## config.mk

```make
export PLATFORM = sky130hd
export DESIGN_NAME = duck_sprite_ctrl
export DESIGN_NICKNAME = d
export VERILOG_FILES = /design/src/rtl/duck_sprite_ctrl.sv
export SDC_FILE = /design/constraint.sdc
export NUM_CORES = 1
export LEC_CHECK = 0
export CAP_MARGIN = 20
export CORE_MARGIN = 2
export CORE_UTILIZATION = 59
export DETAILED_ROUTE_END_ITERATION = 16
export DONT_BUFFER_PORTS = 1
export PLACE_DENSITY = 0.78
export SYNTH_ARGS = -nofsm -noshare
export SYNTH_HDL_FRONTEND = slang
export SYNTH_SLANG_ARGS = --single-unit
```

## constraint.sdc

```tcl
create_clock -name Clk -period 3.65 [get_ports Clk]
set_clock_uncertainty 0.1 [all_clocks]
set_input_delay 0.5475 -clock Clk [delete_from_list [all_inputs] [get_ports Clk]]
set_output_delay 0.5475 -clock Clk [all_outputs]
set_load 0.005 [all_outputs]
```

## src/rtl/duck_sprite_ctrl.sv

```systemverilog
// duck_sprite_ctrl
//   Per-duck motion/animation controller. Motion and animation step once per
//   video frame (rising edge of frame_clk); every Clk the current DrawX/DrawY
//   is turned into is_duck and a sprite-sheet address.
//
//   Optional feature macro: DUCK_ESCAPE_EN
//     defined   : after FLY_TICKS frame ticks in FLY the duck flies straight up
//                 and off screen, pulsing duck_escaped.
//     undefined : no fly timeout; the duck bounces in FLY until shot, and
//                 duck_escaped is held at 0.
//
//   Ports
//     Clk, Reset_n         : clock, async active-low reset
//     frame_clk            : vsync-derived level, rising edge = one frame tick
//     state[2:0]           : game state, active when 001/010/100
//     DrawX, DrawY         : current pixel coordinates
//     shot_valid, shot_x/y : one-cycle trigger pulse with its coordinates
//     is_duck              : registered, pixel inside the 64x64 sprite box
//     duck_addr            : registered, {frame[3:0], row[5:0], col[5:0]}
//     duck_hit             : one-cycle pulse, duck was shot
//     duck_escaped         : one-cycle pulse, duck left the screen
module duck_sprite_ctrl #(
  parameter int SPAWN_X    = 288,
  parameter int FLY_TICKS  = 600,
  parameter int SHOT_TICKS = 30
) (
  input  logic        Clk,
  input  logic        Reset_n,
  input  logic        frame_clk,
  input  logic [2:0]  state,
  input  logic [9:0]  DrawX,
  input  logic [9:0]  DrawY,
  input  logic        shot_valid,
  input  logic [9:0]  shot_x,
  input  logic [9:0]  shot_y,
  output logic        is_duck,
  output logic [15:0] duck_addr,
  output logic        duck_hit,
  output logic        duck_escaped
);

  typedef enum logic [2:0] {
    S_IDLE, S_SPAWN, S_FLY, S_SHOT, S_FALL
`ifdef DUCK_ESCAPE_EN
    , S_ESCAPE
`endif
  } st_e;

  localparam logic [9:0] X_MAX   = 10'd576;
  localparam logic [9:0] Y_MAX   = 10'd416;
  localparam logic [9:0] SPAWN_Y = 10'd416;

  st_e         st_q, st_d;
  logic [9:0]  x_q, x_d, y_q, y_d;
  logic        vxn_q, vxn_d;       // 1: vx = -2, 0: vx = +2
  logic        vyn_q, vyn_d;       // 1: vy = -2, 0: vy = +2
  logic [1:0]  anim_q, anim_d;
  logic [2:0]  adiv_q, adiv_d;     // ticks since last anim step, 0..5
  logic [15:0] cnt_q, cnt_d;       // fly ticks in FLY, ticks in SHOT/FALL
  logic        hit_q, hit_d;
  logic [2:0]  fc_q;               // frame_clk sync (2 flops) + edge history
  logic        tick_q;
  logic        is_duck_q, is_duck_d;
  logic [15:0] addr_q, addr_d;
`ifdef DUCK_ESCAPE_EN
  logic        esc_q, esc_d;
`endif

  logic              active, hit_in, anim_step;
  logic signed [11:0] nx, ny;
  logic [10:0]       y4;
  logic [3:0]        frame;
  logic [9:0]        dx, dy;

  assign active = (state == 3'b001) || (state == 3'b010) || (state == 3'b100);

  // Inclusive 64x64 box test; 11-bit math so x+63 cannot wrap.
  assign hit_in = shot_valid &&
                  ({1'b0, shot_x} >= {1'b0, x_q}) && ({1'b0, shot_x} <= {1'b0, x_q} + 11'd63) &&
                  ({1'b0, shot_y} >= {1'b0, y_q}) && ({1'b0, shot_y} <= {1'b0, y_q} + 11'd63);

  always_comb begin
    nx = vxn_q ? ({2'b00, x_q} - 12'd2) : ({2'b00, x_q} + 12'd2);
    ny = vyn_q ? ({2'b00, y_q} - 12'd2) : ({2'b00, y_q} + 12'd2);
    y4 = {1'b0, y_q} + 11'd4;
  end

  always_ff @(posedge Clk or negedge Reset_n) begin
    if (!Reset_n) begin
      fc_q   <= '0;
      tick_q <= 1'b0;
    end else begin
      fc_q   <= {fc_q[1:0], frame_clk};
      tick_q <= fc_q[1] & ~fc_q[2];
    end
  end

  always_ff @(posedge Clk or negedge Reset_n) begin
    if (!Reset_n) begin
      st_q      <= S_IDLE;
      x_q       <= 10'(SPAWN_X);
      y_q       <= SPAWN_Y;
      vxn_q     <= 1'b0;
      vyn_q     <= 1'b1;
      anim_q    <= '0;
      adiv_q    <= '0;
      cnt_q     <= '0;
      hit_q     <= 1'b0;
      is_duck_q <= 1'b0;
      addr_q    <= '0;
`ifdef DUCK_ESCAPE_EN
      esc_q     <= 1'b0;
`endif
    end else begin
      st_q      <= st_d;
      x_q       <= x_d;
      y_q       <= y_d;
      vxn_q     <= vxn_d;
      vyn_q     <= vyn_d;
      anim_q    <= anim_d;
      adiv_q    <= adiv_d;
      cnt_q     <= cnt_d;
      hit_q     <= hit_d;
      is_duck_q <= is_duck_d;
      addr_q    <= addr_d;
`ifdef DUCK_ESCAPE_EN
      esc_q     <= esc_d;
`endif
    end
  end

  always_comb begin
    st_d      = st_q;
    x_d       = x_q;
    y_d       = y_q;
    vxn_d     = vxn_q;
    vyn_d     = vyn_q;
    anim_d    = anim_q;
    adiv_d    = adiv_q;
    cnt_d     = cnt_q;
    hit_d     = 1'b0;
    anim_step = 1'b0;
`ifdef DUCK_ESCAPE_EN
    esc_d     = 1'b0;
`endif

    case (st_q)
      S_IDLE: if (active) st_d = S_SPAWN;
      S_SPAWN: begin
        x_d    = 10'(SPAWN_X);
        y_d    = SPAWN_Y;
        vxn_d  = 1'b0;
        vyn_d  = 1'b1;
        anim_d = '0;
        adiv_d = '0;
        cnt_d  = '0;
        st_d   = S_FLY;
      end
      S_FLY: begin
        // A hit freezes the duck even if a tick lands in the same cycle.
        if (hit_in) begin
          hit_d = 1'b1;
          cnt_d = '0;
          st_d  = S_SHOT;
        end else if (tick_q) begin
          anim_step = 1'b1;
          if (nx <= 12'sd0)                          begin x_d = '0;    vxn_d = 1'b0; end
          else if (nx >= $signed({2'b00, X_MAX}))    begin x_d = X_MAX; vxn_d = 1'b1; end
          else                                             x_d = nx[9:0];
          if (ny <= 12'sd0)                          begin y_d = '0;    vyn_d = 1'b0; end
          else if (ny >= $signed({2'b00, Y_MAX}))    begin y_d = Y_MAX; vyn_d = 1'b1; end
          else                                             y_d = ny[9:0];
`ifdef DUCK_ESCAPE_EN
          if (cnt_q == 16'(FLY_TICKS - 1)) begin
            cnt_d = '0;
            st_d  = S_ESCAPE;
          end else begin
            cnt_d = cnt_q + 16'd1;
          end
`endif
        end
      end
      S_SHOT: if (tick_q) begin
        if (cnt_q == 16'(SHOT_TICKS - 1)) begin
          cnt_d = '0;
          st_d  = S_FALL;
        end else begin
          cnt_d = cnt_q + 16'd1;
        end
      end
      S_FALL: if (tick_q) begin
        if (y4 >= {1'b0, Y_MAX}) begin
          y_d  = Y_MAX;
          st_d = S_SPAWN;
        end else begin
          y_d   = y4[9:0];
          cnt_d = cnt_q + 16'd1;
        end
      end
`ifdef DUCK_ESCAPE_EN
      S_ESCAPE: if (tick_q) begin
        if (y_q < 10'd4) begin
          esc_d = 1'b1;
          st_d  = S_SPAWN;
        end else begin
          y_d       = y_q - 10'd4;
          anim_step = 1'b1;
        end
      end
`endif
      default: st_d = S_IDLE;
    endcase

    if (anim_step) begin
      if (adiv_q == 3'd5) begin
        adiv_d = '0;
        anim_d = anim_q + 2'd1;
      end else begin
        adiv_d = adiv_q + 3'd1;
      end
    end

    // Game leaving the active states overrides everything, pulses included.
    if (!active) begin
      st_d  = S_IDLE;
      hit_d = 1'b0;
`ifdef DUCK_ESCAPE_EN
      esc_d = 1'b0;
`endif
    end
  end

  // Sprite frame: fly frames 0-3 (right) / 4-7 (left), 8 shot, 9/10 falling.
  always_comb begin
    case (st_q)
      S_SHOT:  frame = 4'd8;
      S_FALL:  frame = cnt_q[3] ? 4'd10 : 4'd9;
      default: frame = {1'b0, vxn_q, anim_q};
    endcase
  end

  // Unsigned wrap makes pixels left of / above the box look huge, so a single
  // < 64 compare per axis bounds the box on both sides.
  always_comb begin
    dx        = DrawX - x_q;
    dy        = DrawY - y_q;
    is_duck_d = active && (st_q != S_IDLE) && (st_q != S_SPAWN) &&
                (dx < 10'd64) && (dy < 10'd64);
    addr_d    = is_duck_d ? {frame, dy[5:0], dx[5:0]} : 16'd0;
  end

  assign is_duck   = is_duck_q;
  assign duck_addr = addr_q;
  assign duck_hit  = hit_q;
`ifdef DUCK_ESCAPE_EN
  assign duck_escaped = esc_q;
`else
  assign duck_escaped = 1'b0;
`endif

endmodule

```

==> results.txt, run 1 <==
Max Cap Viol: 0
DRT iter0 DRCs: 577
Largest net degree at the start of global routing: 67
Yosys top cell by area: dfrtp_1
Starting density of the core: 60.4%
H-tree depth: 3
GP Congestion: 0.939
Nets: 841
Syn Area/Cell: 8.50 µm²
Hold slack: 0.132 ns
Sequential cell area: 0.00166 mm²
P&R area growth vs syn: 12.5%
M1 GR Usage: 42.0%
Dpl ws: -0.102 ns
CTS tree: built
Seq/Total Area, Yosys: 28.2%
CTS Buffer Depth: 2
CP Max Fanout: 6
Minimum clock period after layout: 3.59 ns
Slew headroom: 54.9%
PD cells: 430 mW/mm²
Clock Power Share: 20.3%
Maximum vdd drop: 0.000263 V
Area of the multi-input gates: 0.00406 mm²
Global route overflow: 0
Tot GR Track Use: 30.5%
DRC Markers: 0
Worst Setup Slack, final: 0.0584 ns
Pre-antenna DRT Iters: 5
Worst Tran Pin Value: 0.676 ns
Final hold violation count: 0
Top Usage Layer GRT: met2
Logic pwr share: 50.4%
Port bufs: 0
Reg power frac: 29.3%
Clock Latency Late Sink: 0.35 ns
Final core occ: 68.0%
Pint: 0.00167 W
Leakage: 2.80 nW
Global Route met3 Usage: 6.17%
Die Area: 0.0108 mm²
CP endpoint kind: flip-flop
Clk sink count: 66
Crit share post-route: 98.4%
Cts bufs inserted: 9
Global-route wire length before repair: 26.9 mm
Crit path arrival time: 3.73 ns
Synth cell types: 82
WS Path Type: flip-flop to flip-flop
# fillers: 798
Synth warnings: 0
R2R setup slack: 0.06 ns
R2R Path Start: x_q[1]
Worst-path clk slew: 0.08 ns
Cell Rows: 36
Fraction of layout cells with a size suffix above 1: 15.7%
Top cells by area, synth: dfrtp_1, ha_1, xnor2_1, nor2_1, o21ai_0
HPWL Detailed: 12.7 mm
Crit. Startpoint: x_q[1]
Slew Limit Fails: 0
Post-synth ARST share: 100%
Vias: 5634
GR Util met2: 48.8%
IO Count: 66
Final setup vio count: 0
Die Y: 104 µm
Switching share of power: 41.2%
Routed Antenna Nets: 0
Hold Path Class: input port to flip-flop
Vias/cell: 6.50
Area of the mapped netlist: 0.00588 mm²
Aggregate negative setup slack: 0 ns
Synth Instances: 691
Share of the synthesized area in the top cell type: 25.5%
DR WL/cell: 19.1 µm
Number of antenna violations at the first check in global routing: 0
Routed wire length: 16.6 mm
Worst path required time: 3.79 ns
Core Region: 0.00973 mm²
Hold Path Origin: frame_clk
Status: completed
Max Freq: 278 MHz
Vias in the first global route: 5428
Number of diodes: 0
Yosys reg bits: 66
NetSw: 0.00117 W
CTS Root Cell: clkbuf_8
CP Launch Type: flip-flop
EDFF count, synth: 0
Die Span X: 104 µm
Synth Flop Type: dfrtp_1
## cell usage after synthesis, drive strengths merged (3+ instances only)
library cell and number:
o211ai 4, a211oi 13, clkbuf 17, nand4 10
nor2 56, dfrtp 60, nand3b 3, a21oi 34
o21a 13, and3 10, a31oi 11, a31o 3
nand2 44, inv 32, nand3 24, a21o 9
buf 11, xor2 6, a211o 3, nor3 17
a221oi 3, ha 63, o211a 3, o41ai 5
mux2i 3, dfstp 6, a32oi 3, o22ai 4
nand2b 19, xnor2 39, a311o 3, o31ai 10
nor4 20, nand4b 3, or2 5, and2 4
o221ai 3, or3 6, o21ai 59, nor2b 10
## worst paths after layout
path | endpoint | depth (start not counted)
max reg2reg | cnt_q[5] | 15
max | cnt_q[5] | 15
min reg2reg | fc_q[1] | 0
min in group asynchronous | duck_addr[3] | 2
min | fc_q[0] | 0
max in group asynchronous | vyn_q | 2
## state kept, by name (all words and copies together), names as in the netlist, 2 cells and up
signal and flops:
y_q 9, x_q 9, duck_addr 16, fc_q 3, adiv_q 3, cnt_q 16, anim_q 2, st_q 3
## kinds of logic after synthesis
group / count (synthesis) / share of synthesized area (%)
simple gates: 244 / 21.8
compound gates: 204 / 23.9
flops: 66 / 28.2
fa+ha+maj: 65 / 14.1
buf+inv: 61 / 4.43
xor+xnor: 45 / 6.71
mux: 4 / 0.703
other cells: 2 / 0.128
## layer usage
layer	vias up	routed length (µm)
met5	-	0
met4	0	268
met3	28	1470
met2	286	7630
met1	2671	7200
li1	2649	-
## per-stage QoR
step	cell area, µm²	cells	total power, W
2_1_floorplan	5910	692	0.00177
3_3_place_gp	6300	845	0.00213
3_5_place_dp	6300	845	0.00217
4_1_cts	6550	863	0.00279
5_1_grt	6610	867	0.00302
6_report	6610	867	0.00284
## layout by cell type, fill, tap and decap left out, drive strengths merged, types with 5 or more instances in the layout
master and instances:
dfstp 6, nor2b 10, o41ai 5, nand2b 19
inv 32, nand2 44, a211oi 13, nor4 20
xor2 6, a21o 9, o21a 13, o31ai 10
clkbuf 12, dfrtp 60, a21oi 34, nor3 17
or2 6, or3 6, nor2 56, xnor2 39
ha 63, buf 52, nand4 10, a31oi 11
o21ai 59, nand3 24, and3 10
## power by group through the flow
stage	clock [W]	combinational [W]	sequential (W)
after floorplan	0	0.000942	0.000825
after global placement	0	0.00129	0.000839
after detailed placement	0	0.00133	0.000841
after CTS	0.000583	0.00138	0.000827
after global routing	0.000612	0.00157	0.000838
final	0.000577	0.00143	0.000832
## repair_timing
action	in CTS	in global routing
hold buffers	2	0
hold endpoints to repair	66	0
cloned	0	1
resized for setup	8	12
pin swaps	1	5
buffers inserted	0	3
setup endpoints to repair	20	32
## layout make-up
type / instances / share of cell area (%)
inverter: 33 / 1.87
sequential: 66 / 25.1
tap: 133 / 2.52
clock buffer: 12 / 2.35
timing repair buffer: 53 / 6.36
clock inverter: 4 / 0.397
multi-input combinational: 566 / 61.4
## critical path: stages, from the launching register on
cell      delay, ns
dfrtp_1        0.44
inv_2          0.09
ha_1           0.18
nor4b_4        0.23
nor2_1         0.10
xnor2_1        0.14
ha_1           0.32
nand4_1        0.13
nor4b_2        0.30
a221oi_1       0.11
a211oi_2       0.22
buf_4          0.16
nand2_1        0.11
o211a_4        0.27
or2_4          0.30
o41ai_2        0.28
No activity file was read; power rests on OpenSTA's default activity.
==> run 2: changes to the inputs <==
--- a/config.mk
+++ b/config.mk
@@ -7,10 +7,9 @@
 export LEC_CHECK = 0
 export CAP_MARGIN = 20
 export CORE_MARGIN = 2
-export CORE_UTILIZATION = 59
+export CORE_UTILIZATION = 40
 export DETAILED_ROUTE_END_ITERATION = 16
 export DONT_BUFFER_PORTS = 1
-export PLACE_DENSITY = 0.78
 export SYNTH_ARGS = -nofsm -noshare
 export SYNTH_HDL_FRONTEND = slang
 export SYNTH_SLANG_ARGS = --single-unit
==> results.txt, run 2 (synthesis results as in run 1) <==
Nets: 837 (was 841)
Tot GR Track Use: 21.8% (was 30.5%)
CP Launch Type: flip-flop (unchanged)
Clock Latency Late Sink: 0.33 ns (was 0.35 ns)
M1 GR Usage: 32.1% (was 42.0%)
Minimum clock period after layout: 3.52 ns (was 3.59 ns)
Placed Cells: 892 (was 845)
Commonest non-fill, non-tap cell in the layout: ha_1 (unchanged)
Slew headroom: 50.2% (was 54.9%)
Fraction of layout cells with a size suffix above 1: 14.9% (was 15.7%)
Pwr Total: 0.00311 W (was 0.00284 W)
DRC Markers: 0 (unchanged)
Cts bufs inserted: 9 (unchanged)
Crit path arrival time: 3.68 ns (was 3.73 ns)
GP Congestion: 0.936 (was 0.939)
DR WL/cell: 18.4 µm (was 19.1 µm)
Clock Power Share: 28.5% (was 20.3%)
Worst path required time: 3.81 ns (was 3.79 ns)
Core Region: 0.0144 mm² (was 0.00973 mm²)
Reg2reg path depth: 15 (unchanged)
IO Count: 66 (unchanged)
Number of diodes: 0 (unchanged)
Routed wire length: 16.8 mm (was 16.6 mm)
CTS tree: built (unchanged)
FF-to-FF End: cnt_q[2] (was cnt_q[5])
Most frequent cells in the layout: ha_1, dfrtp_1, nor2_1 (unchanged)
Worst-path clk slew: 0.06 ns (was 0.08 ns)
NetSw: 0.00116 W (was 0.00117 W)
Die Area: 0.0157 mm² (was 0.0108 mm²)
Aggregate negative setup slack: 0 ns (unchanged)
Largest net degree at the start of global routing: 67 (unchanged)
CP Max Fanout: 8 (was 6)
Final setup vio count: 0 (unchanged)
Leakage: 2.85 nW (was 2.80 nW)
Crit share post-route: 96.6% (was 98.4%)
Maximum vdd drop: 0.000252 V (was 0.000263 V)
RSZ-0062 raised after global routing: true
Max Cap Viol: 0 (unchanged)
Routed Antenna Nets: 0 (unchanged)
PD cells: 459 mW/mm² (was 430 mW/mm²)
Vias in the first global route: 5374 (was 5428)
P&R area growth vs syn: 15.2% (was 12.5%)
Vias: 5485 (was 5634)
R2R Path Start: y_q[2] (was x_q[1])
Clk sink count: 66 (unchanged)
Pre-antenna DRT Iters: 5 (unchanged)
Starting density of the core: 40.7% (was 60.4%)
R2R setup slack: 0.13 ns (was 0.06 ns)
Failing checks: negative hold slack
Die Span X: 125 µm (was 104 µm)
Cell Rows: 44 (was 36)
CP endpoint kind: flip-flop (unchanged)
Final core occ: 47.0% (was 68.0%)
Top Usage Layer GRT: met1 (was met2)
CTS Root Cell: clkbuf_16 (was clkbuf_8)
Vias/cell: 6.00 (was 6.50)
Hold slack: -0.00195 ns (was 0.132 ns)
Number of antenna violations at the first check in global routing: 0 (unchanged)
Pint: 0.00195 W (was 0.00167 W)
Hold Path Class: input port to asynchronous set/reset pin (was input port to flip-flop)
DRT iter0 DRCs: 512 (was 577)
GR Util met2: 32.0% (was 48.8%)
WS Path Type: flip-flop to flip-flop (unchanged)
Port bufs: 0 (unchanged)
Switching share of power: 37.4% (was 41.2%)
H-tree depth: 3 (unchanged)
Status: complete, but fails checks (was completed)
Slew Limit Fails: 0 (unchanged)
Max Freq: 284 MHz (was 278 MHz)
Final hold violation count: 2 (was 0)
Non-filler cells, final: 914 (was 867)
Global Route met3 Usage: 3.12% (was 6.17%)
CTS Buffer Depth: 2 (unchanged)
HPWL Detailed: 13.1 mm (was 12.7 mm)
Logic pwr share: 44.5% (was 50.4%)
Worst Tran Pin Value: 0.739 ns (was 0.676 ns)
Global route overflow: 0 (unchanged)
Reg power frac: 26.9% (was 29.3%)
Die Y: 125 µm (was 104 µm)
Global-route wire length before repair: 27.9 mm (was 26.9 mm)
run 2: cell count changes in the layout (fill, tap and decap cells not counted), moves of 2 or more:
cell / before / now
buf_4: 51 / 48
clkbuf_16: 0 / 9
clkbuf_8: 11 / 3
inv_1: 24 / 27
inv_2: 8 / 5
o21ai_1: 24 / 22
run 2: metrics by stage:
stage | cell area, µm² | setup slack [ns]
2_1_floorplan | 5910 | 0.0259
3_3_place_gp | 6330 | 0.0704
3_5_place_dp | 6330 | -0.00841
4_1_cts | 6670 | 0.0576
5_1_grt | 6770 | -0.0314
6_report | 6770 | 0.126
run 2: area by class of cell:
cell class | instances | area, µm²
inverters | 33 | 124
clock inverters | 2 | 35.0
well taps | 184 | 230
clock buffers | 14 | 274
repair buffers | 50 | 399
fillers | 1427 | 7650
multi-input cells | 565 | 4050
flip-flops and latches | 66 | 1660
run 2: power groups by stage:
| stage | combinational, W | sequential [W] | clock (W) |
|---|---|---|---|
| finish | 0.00139 | 0.000837 | 0.000888 |
| global route | 0.00154 | 0.000843 | 0.000935 |
| CTS | 0.00134 | 0.000834 | 0.000907 |
| detailed placement | 0.00131 | 0.000846 | 0 |
| global placement | 0.00128 | 0.000846 | 0 |
| floorplan | 0.000942 | 0.000825 | 0 |
run 2: metal layers:
layer / share of wire [%] / routed length [µm] / vias to the layer above
met4: 2.3 / 386 / 0
met2: 42 / 7100 / 199
met1: 49 / 8290 / 2607
li1: - / - / 2650
met3: 6.2 / 1050 / 29
met5: 0 / 0 / -
run 2: timing repair:
item | CTS | global route
endpoints found under the setup margin | 9 | 27
setup buffers | 0 | 4
hold endpoints to repair | 66 | 0
resized for setup | 2 | 12
hold buffers | 1 | 0
pin swaps | 0 | 7
run 2: worst max-delay path by stage:
stage / start / end / slack [ns] / cells past startpoint
after floorplan: y_q[2] / cnt_q[4] / 0.03 / 16
after global placement: x_q[4] / y_q[2] / 0.07 / 15
after detailed placement: y_q[2] / cnt_q[0] / -0.008 / 15
after CTS: x_q[3] / y_q[2] / 0.06 / 15
after global routing: y_q[2] / anim_q[0] / -0.03 / 15
final: y_q[2] / cnt_q[2] / 0.13 / 15
run 2: critical path, stage by stage, from the launching register on:
cell,delay [ns]
dfrtp_1,0.37
inv_1,0.15
ha_1,0.17
a21boi_4,0.17
and2_4,0.18
nor2_1,0.05
xnor2_1,0.12
ha_1,0.31
a21o_1,0.19
a2111oi_0,0.39
a2111o_1,0.28
nand2_2,0.11
o211a_4,0.26
or2_4,0.28
buf_6,0.15
o21ai_1,0.14
==> run 3: changes to the inputs <==
--- a/config.mk
+++ b/config.mk
@@ -9,7 +9,6 @@
 export CORE_MARGIN = 2
 export CORE_UTILIZATION = 40
 export DETAILED_ROUTE_END_ITERATION = 16
-export DONT_BUFFER_PORTS = 1
 export SYNTH_ARGS = -nofsm -noshare
 export SYNTH_HDL_FRONTEND = slang
 export SYNTH_SLANG_ARGS = --single-unit
==> results.txt, run 3 (synthesis results as in run 1) <==
Largest stage delay, worst path: 0.52 ns (was 0.39 ns)
Worst-path clk slew: 0.06 ns (about the same)
Die Y: 125 µm (unchanged)
CP max stage cell: a2111o_1 (was a2111oi_0)
Global-route wire length before repair: 27.9 mm (about the same)
Vias in the first global route: 5649 (was 5374)
Routed wire length: 16.9 mm (was 16.8 mm)
Max Freq: 282 MHz (was 284 MHz)
Number of antenna violations at the first check in global routing: 0 (unchanged)
CP bufs+invs: 3 (was 2)
Clock Latency Late Sink: 0.33 ns (about the same)
Worst Setup Slack, final: 0.107 ns (was 0.126 ns)
Vias: 5770 (was 5485)
Slew headroom: 24.4% (was 50.2%)
DRT iter0 DRCs: 344 (was 512)
Nets: 911 (was 837)
Fraction of layout cells with a size suffix above 1: 16.2% (was 14.9%)
Final setup vio count: 0 (unchanged)
CTS tree: built (unchanged)
Maximum vdd drop: 0.000250 V (was 0.000252 V)
CTS Root Cell: clkbuf_16 (unchanged)
Family with the most delay on the worst path: compound AO/OA/AOI/OAI gates (unchanged)
H-tree depth: 3 (unchanged)
Hold slack: 0.255 ns (was -0.00195 ns)
Dpl ws: -0.191 ns (was -0.00841 ns)
Final hold violation count: 0 (was 2)
DR WL/cell: 17.1 µm (was 18.4 µm)
Global route overflow: 0 (unchanged)
P&R area growth vs syn: 27.9% (was 15.2%)
Core Region: 0.0144 mm² (unchanged)
WS Path Type: flip-flop to flip-flop (unchanged)
CTS Buffer Depth: 2 (unchanged)
Die Area: 0.0157 mm² (unchanged)
Crit-path cells: inv_2 > ha_1 > a21boi_4 > and2_4 > buf_4 > xnor2_1 > ha_1 > nand4_1 > a211oi_2 > a2111oi_2 > a2111o_1 > a21oi_4 > buf_4 > nor3_2 > a21oi_1 > o21ai_1 (was inv_1 > ha_1 > a21boi_4 > and2_4 > nor2_1 > xnor2_1 > ha_1 > a21o_1 > a2111oi_0 > a2111o_1 > nand2_2 > o211a_4 > or2_4 > buf_6 > o21ai_1)
Commonest non-fill, non-tap cell in the layout: clkdlybuf4s50_1 (was ha_1)
Number of diodes: 0 (unchanged)
Routed Antenna Nets: 0 (unchanged)
HPWL Detailed: 13.0 mm (was 13.1 mm)
Largest net degree at the start of global routing: 67 (unchanged)
Port bufs: 64 (was 0)
Die Span X: 125 µm (unchanged)
IO Count: 66 (unchanged)
CP Launch Type: flip-flop (unchanged)
Cts bufs inserted: 9 (unchanged)
# fillers: 1408 (was 1427)
DRC Markers: 0 (unchanged)
Most frequent cells in the layout: clkdlybuf4s50_1, ha_1, dfrtp_1 (was ha_1, dfrtp_1, nor2_1)
Status: completed (was complete, but fails checks)
Minimum clock period after layout: 3.54 ns (was 3.52 ns)
Cell Rows: 44 (unchanged)
PD cells: 431 mW/mm² (was 459 mW/mm²)
Tot GR Track Use: 21.6% (was 21.8%)
CP endpoint kind: flip-flop (unchanged)
Hold Path Class: flip-flop to flip-flop (was input port to asynchronous set/reset pin)
Leakage: 3.13 nW (was 2.85 nW)
Crit share post-route: 97.1% (was 96.6%)
Starting density of the core: 40.7% (unchanged)
Slew Limit Fails: 0 (unchanged)
Max Cap Viol: 0 (unchanged)
CP Max Fanout: 4 (was 8)
Clk sink count: 66 (unchanged)
Worst Tran Pin Value: 1.12 ns (was 0.739 ns)
Pre-antenna DRT Iters: 5 (unchanged)
Vias/cell: 5.84 (was 6.00)
GP Congestion: 0.878 (was 0.936)
Crit path arrival time: 3.65 ns (was 3.68 ns)
Worst path required time: 3.76 ns (was 3.81 ns)
==> run 3: changes by cell type in the layout (fill, tap and decap cells not counted), moves of 3 or more <==
cell | previous run | this run
inv_2 | 5 | 8
inv_1 | 27 | 24
buf_4 | 48 | 57
o21ai_1 | 22 | 25
clkdlybuf4s50_1 | 0 | 63
o21ai_0 | 36 | 32
==> run 3: report_power, final <==
group          leakage (nW)  total, W  switching [W]  internal (W)
clock network         0.153  0.000888       0.000304      0.000584
logic                  2.09   0.00151       0.000840      0.000673
registers             0.888  0.000840      0.0000631      0.000777
==> run 3: timing repair <==
action	CTS	global route
buffers inserted	0	2
pin swaps	0	10
setup endpoints to repair	24	37
hold buffers	0	0
gates resized for setup	4	31
cloned	0	2
==> run 3: layout make-up <==
type / instances / area [µm²] / area share, %
flip-flops and latches: 66 / 1660 / 22.1
repair buffers: 122 / 1070 / 14.3
inverters: 33 / 124 / 1.65
clock buffers: 14 / 274 / 3.65
clock inverters: 2 / 35.0 / 0.466
well taps: 184 / 230 / 3.06
multi-input cells: 567 / 4120 / 54.8
==> run 3: layer usage <==
metal | wire, µm | track usage, % | share of wire (%) | vias to the layer above
li1 | - | - | - | 2795
met4 | 255 | 6.08 | 1.5 | 0
met1 | 8150 | 30.4 | 48 | 2785
met2 | 7700 | 34.7 | 45 | 173
met5 | 0 | 0 | 0 | -
met3 | 835 | 3.04 | 4.9 | 17
==> run 3: final timing paths <==
kind | startpoint | end | slack (ns) | cells past startpoint
min reg2reg | fc_q[0] | fc_q[1] | 0.26 | 0
max in group asynchronous | Reset_n | x_q[2] | 2.55 | 2
min | fc_q[0] | fc_q[1] | 0.26 | 0
max | y_q[2] | y_q[4] | 0.11 | 16
min in group asynchronous | Reset_n | x_q[1] | 0.32 | 2
max reg2reg | y_q[2] | y_q[4] | 0.11 | 16
==> run 3: through the flow <==
stage	utilization [%]	cell area [µm²]	instances	setup TNS, ns	power, W
after floorplan	-	5910	692	0	0.00177
after global placement	48.9	7060	968	-0.789	0.00225
after detailed placement	48.9	7060	968	-2.01	0.00228
after CTS	51.2	7380	984	-0.0338	0.00319
after global routing	52.1	7520	988	-0.0408	0.00346
final	52.1	7520	988	0	0.00324
==> run 3: worst register-to-register path, delay by kind of cell, from the launching register on <==
family	cells	cell delay, ns
buffers and inverters	3	0.39
xor gates and xnor gates	1	0.12
adders and majority gates	2	0.51
and+or+nand+nor	3	0.38
AOI/OAI and AO/OA	7	1.53
DFF	1	0.38
